`src/rtl/trace_serialiser_pkg.sv`:
```
// Shared trace record types and helpers for the trace sink path.
package trace_serialiser_pkg;

  // One trace record as produced by the tracer; instruction is the MSB word.
  typedef struct packed {
    logic [31:0] instruction;
    logic [31:0] instr_addr;
    logic [31:0] mem_addr;
    logic [31:0] mem_trans_time_start;
    logic [31:0] mem_trans_time_end;
  } trace_format;

  localparam int TRACE_WORDS     = 5;
  localparam int TRACE_REC_WIDTH = $bits(trace_format);

  typedef enum logic {IDLE, SEND} serialiser_state_t;

  // Word ordering on the stream: instruction first, end timestamp last.
  function automatic logic [31:0] trace_word(input trace_format r, input logic [2:0] idx);
    case (idx)
      3'd0:    trace_word = r.instruction;
      3'd1:    trace_word = r.instr_addr;
      3'd2:    trace_word = r.mem_addr;
      3'd3:    trace_word = r.mem_trans_time_start;
      default: trace_word = r.mem_trans_time_end;
    endcase
  endfunction

endpackage

```
`src/rtl/trace_serialiser_fifo.sv`:
```
// Synchronous FIFO of whole trace records; head is readable combinationally.
module trace_record_fifo
  import trace_serialiser_pkg::*;
#(
  parameter int DEPTH = 4
) (
  input  logic                     clk,
  input  logic                     rst,
  input  logic                     push,
  input  trace_format              push_data,
  input  logic                     pop,
  output trace_format              pop_data,
  output logic                     full,
  output logic                     empty,
  output logic [$clog2(DEPTH):0]   level
);
  localparam int AW = $clog2(DEPTH);

  trace_format   mem [DEPTH];
  logic [AW:0]   wr_ptr;
  logic [AW:0]   rd_ptr;
  logic          push_ok;
  logic          pop_ok;

  // Extra pointer MSB distinguishes full from empty when the indices match.
  assign level    = wr_ptr - rd_ptr;
  assign full     = (level == (AW+1)'(DEPTH));
  assign empty    = (wr_ptr == rd_ptr);
  assign push_ok  = push && !full;
  assign pop_ok   = pop && !empty;
  assign pop_data = mem[rd_ptr[AW-1:0]];

  // Pointer update; both may move in the same cycle.
  always_ff @(posedge clk) begin
    if (rst) begin
      wr_ptr <= '0;
      rd_ptr <= '0;
    end else begin
      if (push_ok) wr_ptr <= wr_ptr + 1'b1;
      if (pop_ok)  rd_ptr <= rd_ptr + 1'b1;
    end
  end

  // Storage write; contents need no reset since the pointers gate reads.
  always_ff @(posedge clk) begin
    if (push_ok) mem[wr_ptr[AW-1:0]] <= push_data;
  end

endmodule

```
`src/rtl/trace_serialiser.sv`:
```
// Buffers 160-bit trace records and streams each as five 32-bit words.
module trace_serialiser
  import trace_serialiser_pkg::*;
#(
  parameter int FIFO_DEPTH = 4,
  parameter int CNT_WIDTH  = 32
) (
  input  logic                          clk,
  input  logic                          rst,
  input  logic [TRACE_REC_WIDTH-1:0]    rec_in,
  input  logic                          rec_valid,
  output logic                          rec_ready,
  output logic [31:0]                   m_tdata,
  output logic                          m_tvalid,
  output logic                          m_tlast,
  input  logic                          m_tready,
  output logic [$clog2(FIFO_DEPTH):0]   fifo_level,
  output logic [CNT_WIDTH-1:0]          bp_cycles
);
  localparam logic [2:0] LAST_IDX = 3'(TRACE_WORDS - 1);

  serialiser_state_t state;
  trace_format       hold;
  trace_format       head;
  logic [2:0]        word_idx;
  logic              full;
  logic              empty;
  logic              push;
  logic              pop;
  logic              last_hs;

  // No pop bypass: a full buffer refuses even if it drains this cycle.
  assign rec_ready = !rst && !full;
  assign push      = rec_valid && rec_ready;
  assign last_hs   = (state == SEND) && m_tvalid && m_tready && (word_idx == LAST_IDX);
  assign pop       = !empty && ((state == IDLE) || last_hs);

  trace_record_fifo #(.DEPTH(FIFO_DEPTH)) u_fifo (
    .clk       (clk),
    .rst       (rst),
    .push      (push),
    .push_data (trace_format'(rec_in)),
    .pop       (pop),
    .pop_data  (head),
    .full      (full),
    .empty     (empty),
    .level     (fifo_level)
  );

  // Saturating count of cycles where the tracer was held off.
  always_ff @(posedge clk) begin
    if (rst)
      bp_cycles <= '0;
    else if (rec_valid && !rec_ready && (bp_cycles != {CNT_WIDTH{1'b1}}))
      bp_cycles <= bp_cycles + 1'b1;
  end

  // Output FSM: IDLE loads the holding register, SEND walks its five words.
  always_ff @(posedge clk) begin
    if (rst) begin
      state    <= IDLE;
      hold     <= '0;
      word_idx <= '0;
      m_tvalid <= 1'b0;
      m_tlast  <= 1'b0;
      m_tdata  <= '0;
    end else begin
      case (state)
        IDLE: begin
          if (!empty) begin
            hold     <= head;
            word_idx <= '0;
            state    <= SEND;
          end
        end
        SEND: begin
          if (!m_tvalid) begin
            // First word of a record loaded from IDLE.
            m_tvalid <= 1'b1;
            m_tdata  <= trace_word(hold, 3'd0);
            m_tlast  <= 1'b0;
          end else if (m_tready) begin
            if (word_idx == LAST_IDX) begin
              if (!empty) begin
                // Chain straight into the next record, no bubble.
                hold     <= head;
                word_idx <= '0;
                m_tdata  <= trace_word(head, 3'd0);
                m_tlast  <= 1'b0;
              end else begin
                state    <= IDLE;
                word_idx <= '0;
                m_tvalid <= 1'b0;
                m_tlast  <= 1'b0;
              end
            end else begin
              word_idx <= word_idx + 3'd1;
              m_tdata  <= trace_word(hold, word_idx + 3'd1);
              m_tlast  <= (word_idx + 3'd1 == LAST_IDX);
            end
          end
        end
        default: state <= IDLE;
      endcase
    end
  end

endmodule

```
`config.mk`:
```
export PLATFORM = sky130hd
export DESIGN_NAME = trace_serialiser
export DESIGN_NICKNAME = d
export VERILOG_FILES = /design/src/rtl/trace_serialiser_pkg.sv /design/src/rtl/trace_serialiser_fifo.sv /design/src/rtl/trace_serialiser.sv
export SDC_FILE = /design/constraint.sdc
export NUM_CORES = 1
export LEC_CHECK = 0
export CAP_MARGIN = 30
export CORE_MARGIN = 5
export CORE_UTILIZATION = 45
export DETAILED_ROUTE_END_ITERATION = 7
export DONT_BUFFER_PORTS = 1
export PLACE_DENSITY_LB_ADDON = 0.05
export SETUP_SLACK_MARGIN = 0.02
export SYNTH_ARGS = -nofsm -noshare
export SYNTH_HDL_FRONTEND = slang
export SYNTH_SLANG_ARGS = --single-unit
```
`constraint.sdc`:
```
create_clock -name clk -period 8.4 [get_ports clk]
set_input_delay 0.42 -clock clk [delete_from_list [all_inputs] [get_ports clk]]
set_output_delay 0.42 -clock clk [all_outputs]
set_load 0.01 [all_outputs]
```
==> reports/results.txt <==
Synth top area share -> 57.8%
Netlist Area Pre-Place -> 0.0332 mm2
WHS Endpoint -> bp_cycles[9]$_SDFFE_PP0P_
hold slack -> 0.0362 ns
number of global-route vias before repair -> 19066
total congestion overflow -> 0
Synth area leader -> edfxtp_1
Reg clk slew, reported paths -> 0.06 ns
nets -> 2460
Least-Margin Pin Slew -> 1.14 ns
TNS Setup -> 0 ns
Final setup viols -> 0
max-slew violation total from the final report -> 0
clk_lat worst skew -> 0.64 ns
Fin. Hold Viols -> 0
starting density of the core -> 45.5%
largest net degree at the start of global routing -> 236
Worst Hold Launch -> rst
CP Max Fanout -> 119
RePlAce Congestion -> 0.738
crit path cell chain -> inv_1, ha_1, fa_1, xor3_2, a311oi_2, and2_4, buf_12
Post-CTS Setup Bufs -> 0
share of post-route cells with drive strength above 1 -> 14.1%
DR DRC count -> 0
RSZ-0062 raised after global routing -> no
Netlist cell types -> 49
GRT Total Usage -> 20.8%
Period Utilization, post-route -> 48.8%
LEAKAGE -> 12.2 nW
Crit path arrival time -> 4.35 ns
filler instances -> 6003
slowest stage delay, CP -> 0.76 ns
root buffer cell -> clkbuf_16
die area -> 0.0794 mm2
Max-Slew Margin vs Limit -> 24.3%
max-capacitance violation count -> 0
Max Fclk -> 244 MHz
initial antenna violation count -> 10
Crit. End Element -> flop
Synth Register Bits -> 878
CTS H-tree depth -> 3
Cells after Synth -> 2142
Synth area leaders -> edfxtp_1 (58%), dfxtp_1 (14%), mux4_2 (11%)
PD cells -> 304 mW/mm2
drt first pass iters -> 7
worst r2r dst -> u_fifo.mem[2][34]$_DFFE_PP_
R2R depth -> 7
flip-flop and latch area -> 0.0240 mm2
buffer levels on the longest clock path -> 3
wire per inst -> 25.2 um
WL final -> 84000 um
Hold WC Path Type -> input pin to flop
post-DP HPWL -> 49800 um
ys async rst share -> 0%
min cycle time layout -> 4.10 ns
Worst VDD drop -> 0.200 mV
via count -> 18768
number of routed nets with antenna violations -> 0
area grow syn2layout -> 16.7%
IO Port Bufs -> 0
IO Count -> 234
Post-synth top flop -> edfxtp_1
status -> finished, final reports clean
Worst EP required -> 8.65 ns
Final Power -> 0.0118 W
CTS sink cnt -> 878
Die Y -> 282 um
CTS tree -> built
core region area -> 0.0731 mm2
RR Startpoint -> u_fifo.wr_ptr[0]$_SDFFE_PP0P_
syn_nets -> 2320
slowest stage cell, crit path -> and2_4
initial DRC count -> 1450
clock buffer count from CTS -> 92
Die X -> 282 um
fin cells -> 3329
YS warnings -> 0
nature of the critical path startpoint -> flop
R2R Setup Slk -> 4.30 ns
DP Cell Count -> 2985
register area share after synthesis -> 72.1%
# rows -> 99
Post-synth EDFFs -> 640
Multi-input gate area -> 0.00871 mm2
CP Class -> flop to flop
Mapped Avg Cell Area -> 15.5 um2
Worst Skew -> 0.0188 ns
final core area utilization -> 53.1%
first-pass GRT wire length -> 124000 um
vias per cell -> 5.64
hold depth -> 2
[state kept, by name, indices dropped and copies added, names as in the netlist, 3 cells and up, named ones only]
name	count
word_idx	3
hold	160
u_fifo.mem	640
bp_cycles	32
u_fifo.rd_ptr	3
u_fifo.wr_ptr	3
m_tdata	32
[synthesized netlist by cell type, types with 2 or more instances]
library cell	instances
nand2_1	433
buf_2	22
o21ai_1	23
edfxtp_1	640
buf_6	3
and4_1	5
nor3_1	2
dfxtp_1	238
mux2i_1	2
nand3_1	11
a31o_1	32
xnor2_1	6
and3_1	4
o31ai_1	5
inv_1	13
or4_1	4
nand4_1	12
a22o_1	31
nor4_1	2
buf_1	2
ha_1	13
o211ai_2	2
and2_1	10
a31oi_1	33
or3_1	21
a21o_1	2
nor2_1	20
a32oi_1	3
mux4_2	160
nor2b_1	3
nand2b_1	2
a21oi_1	190
clkbuf_1	110
xor2_1	3
a22oi_1	65
mux2_1	2
[worst max path at each step]
| stage | from | end | slack (ns) | depth (start not counted) |
|---|---|---|---|---|
| finish | u_fifo.wr_ptr[0]$_SDFFE_PP0P_ | u_fifo.mem[2][34]$_DFFE_PP_ | 4.30 | 7 |
| global route | u_fifo.wr_ptr[0]$_SDFFE_PP0P_ | u_fifo.mem[2][34]$_DFFE_PP_ | 4.20 | 7 |
| CTS | u_fifo.wr_ptr[0]$_SDFFE_PP0P_ | u_fifo.mem[2][45]$_DFFE_PP_ | 4.40 | 7 |
| detailed placement | u_fifo.wr_ptr[0]$_SDFFE_PP0P_ | u_fifo.mem[2][49]$_DFFE_PP_ | 4.42 | 7 |
| global placement | u_fifo.wr_ptr[0]$_SDFFE_PP0P_ | u_fifo.mem[2][56]$_DFFE_PP_ | 4.38 | 7 |
| floorplan | u_fifo.wr_ptr[0]$_SDFFE_PP0P_ | u_fifo.mem[3][0]$_DFFE_PP_ | 2.36 | 6 |
[worst max-delay path: cells and delay by family (launching register included)]
family,cells,cell delay [ns]
XOR/XNOR,1,0.32
AND/OR/NAND/NOR,1,0.76
adder cells (fa/ha/maj),2,0.58
flip-flops,1,0.41
buffers and inverters,2,0.67
AO/OA/AOI/OAI,1,0.64
[power by group]
group	total (W)	internal [W]	switching, W
Combinational	0.00231	0.000873	0.00144
Sequential	0.00552	0.00519	0.000336
Clock	0.00395	0.00230	0.00165
Total	0.0118	0.00836	0.00343
[area by class of cell]
type | count | share of cell area (%)
Clock buffer | 130 | 6.75
Antenna cell | 9 | 0.0580
Timing Repair Buffer | 183 | 4.82
Sequential cell | 878 | 61.8
Multi-Input combinational cell | 1113 | 22.4
Inverter | 14 | 0.135
Clock inverter | 43 | 0.874
Tap cell | 959 | 3.09
[kinds of logic (layout without fill, tap and decap cells)]
family	count (synthesis)	after routing	share of synthesized area [%]
AOI/OAI and AO/OA	393	393	7.53
xor gates and xnor gates	10	10	0.312
adders and majority gates	14	14	0.549
buffers and inverters	151	370	1.86
DFF	878	878	72.1
muxes	164	164	11.0
other	0	9	0
and+or+nand+nor	532	532	6.66
[layout by cell type, fill, tap and decap left out, drive strengths merged, types with 21 or more instances in the layout]
cell type	netlist	routed
a31o	32	32
a22o	31	31
a21oi	190	190
or3	21	21
edfxtp	640	640
dfxtp	238	238
o21ai	24	24
buf	27	22
clkinv	0	33
a31oi	33	33
mux4	160	160
clkbuf	110	130
dlygate4sd3	0	161
nand2	433	433
a22oi	65	65
[repair_timing]
item                       CTS  global route
setup endpoints to repair    0             0
hold endpoints to repair   876             0
resized for setup            0             0
hold buffers               162             0
[metal layers]
layer | GRT usage [%] | vias to the layer above | share of wire (%)
met2 | 35.5 | 469 | 50
li1 | - | 8512 | -
met3 | 4.35 | 134 | 5.7
met4 | 4.53 | 4 | 2.1
met5 | 0 | - | 0.032
met1 | 28.1 | 9649 | 42
[per-stage QoR]
step	setup WS, ns	cell area (um2)
after CTS	4.40	38800
final	4.30	38800
after global routing	4.20	38800
after floorplan	2.36	33200
after global placement	4.38	34200
after detailed placement	4.42	34200
Note: power is estimated with default switching activity, not from simulation.
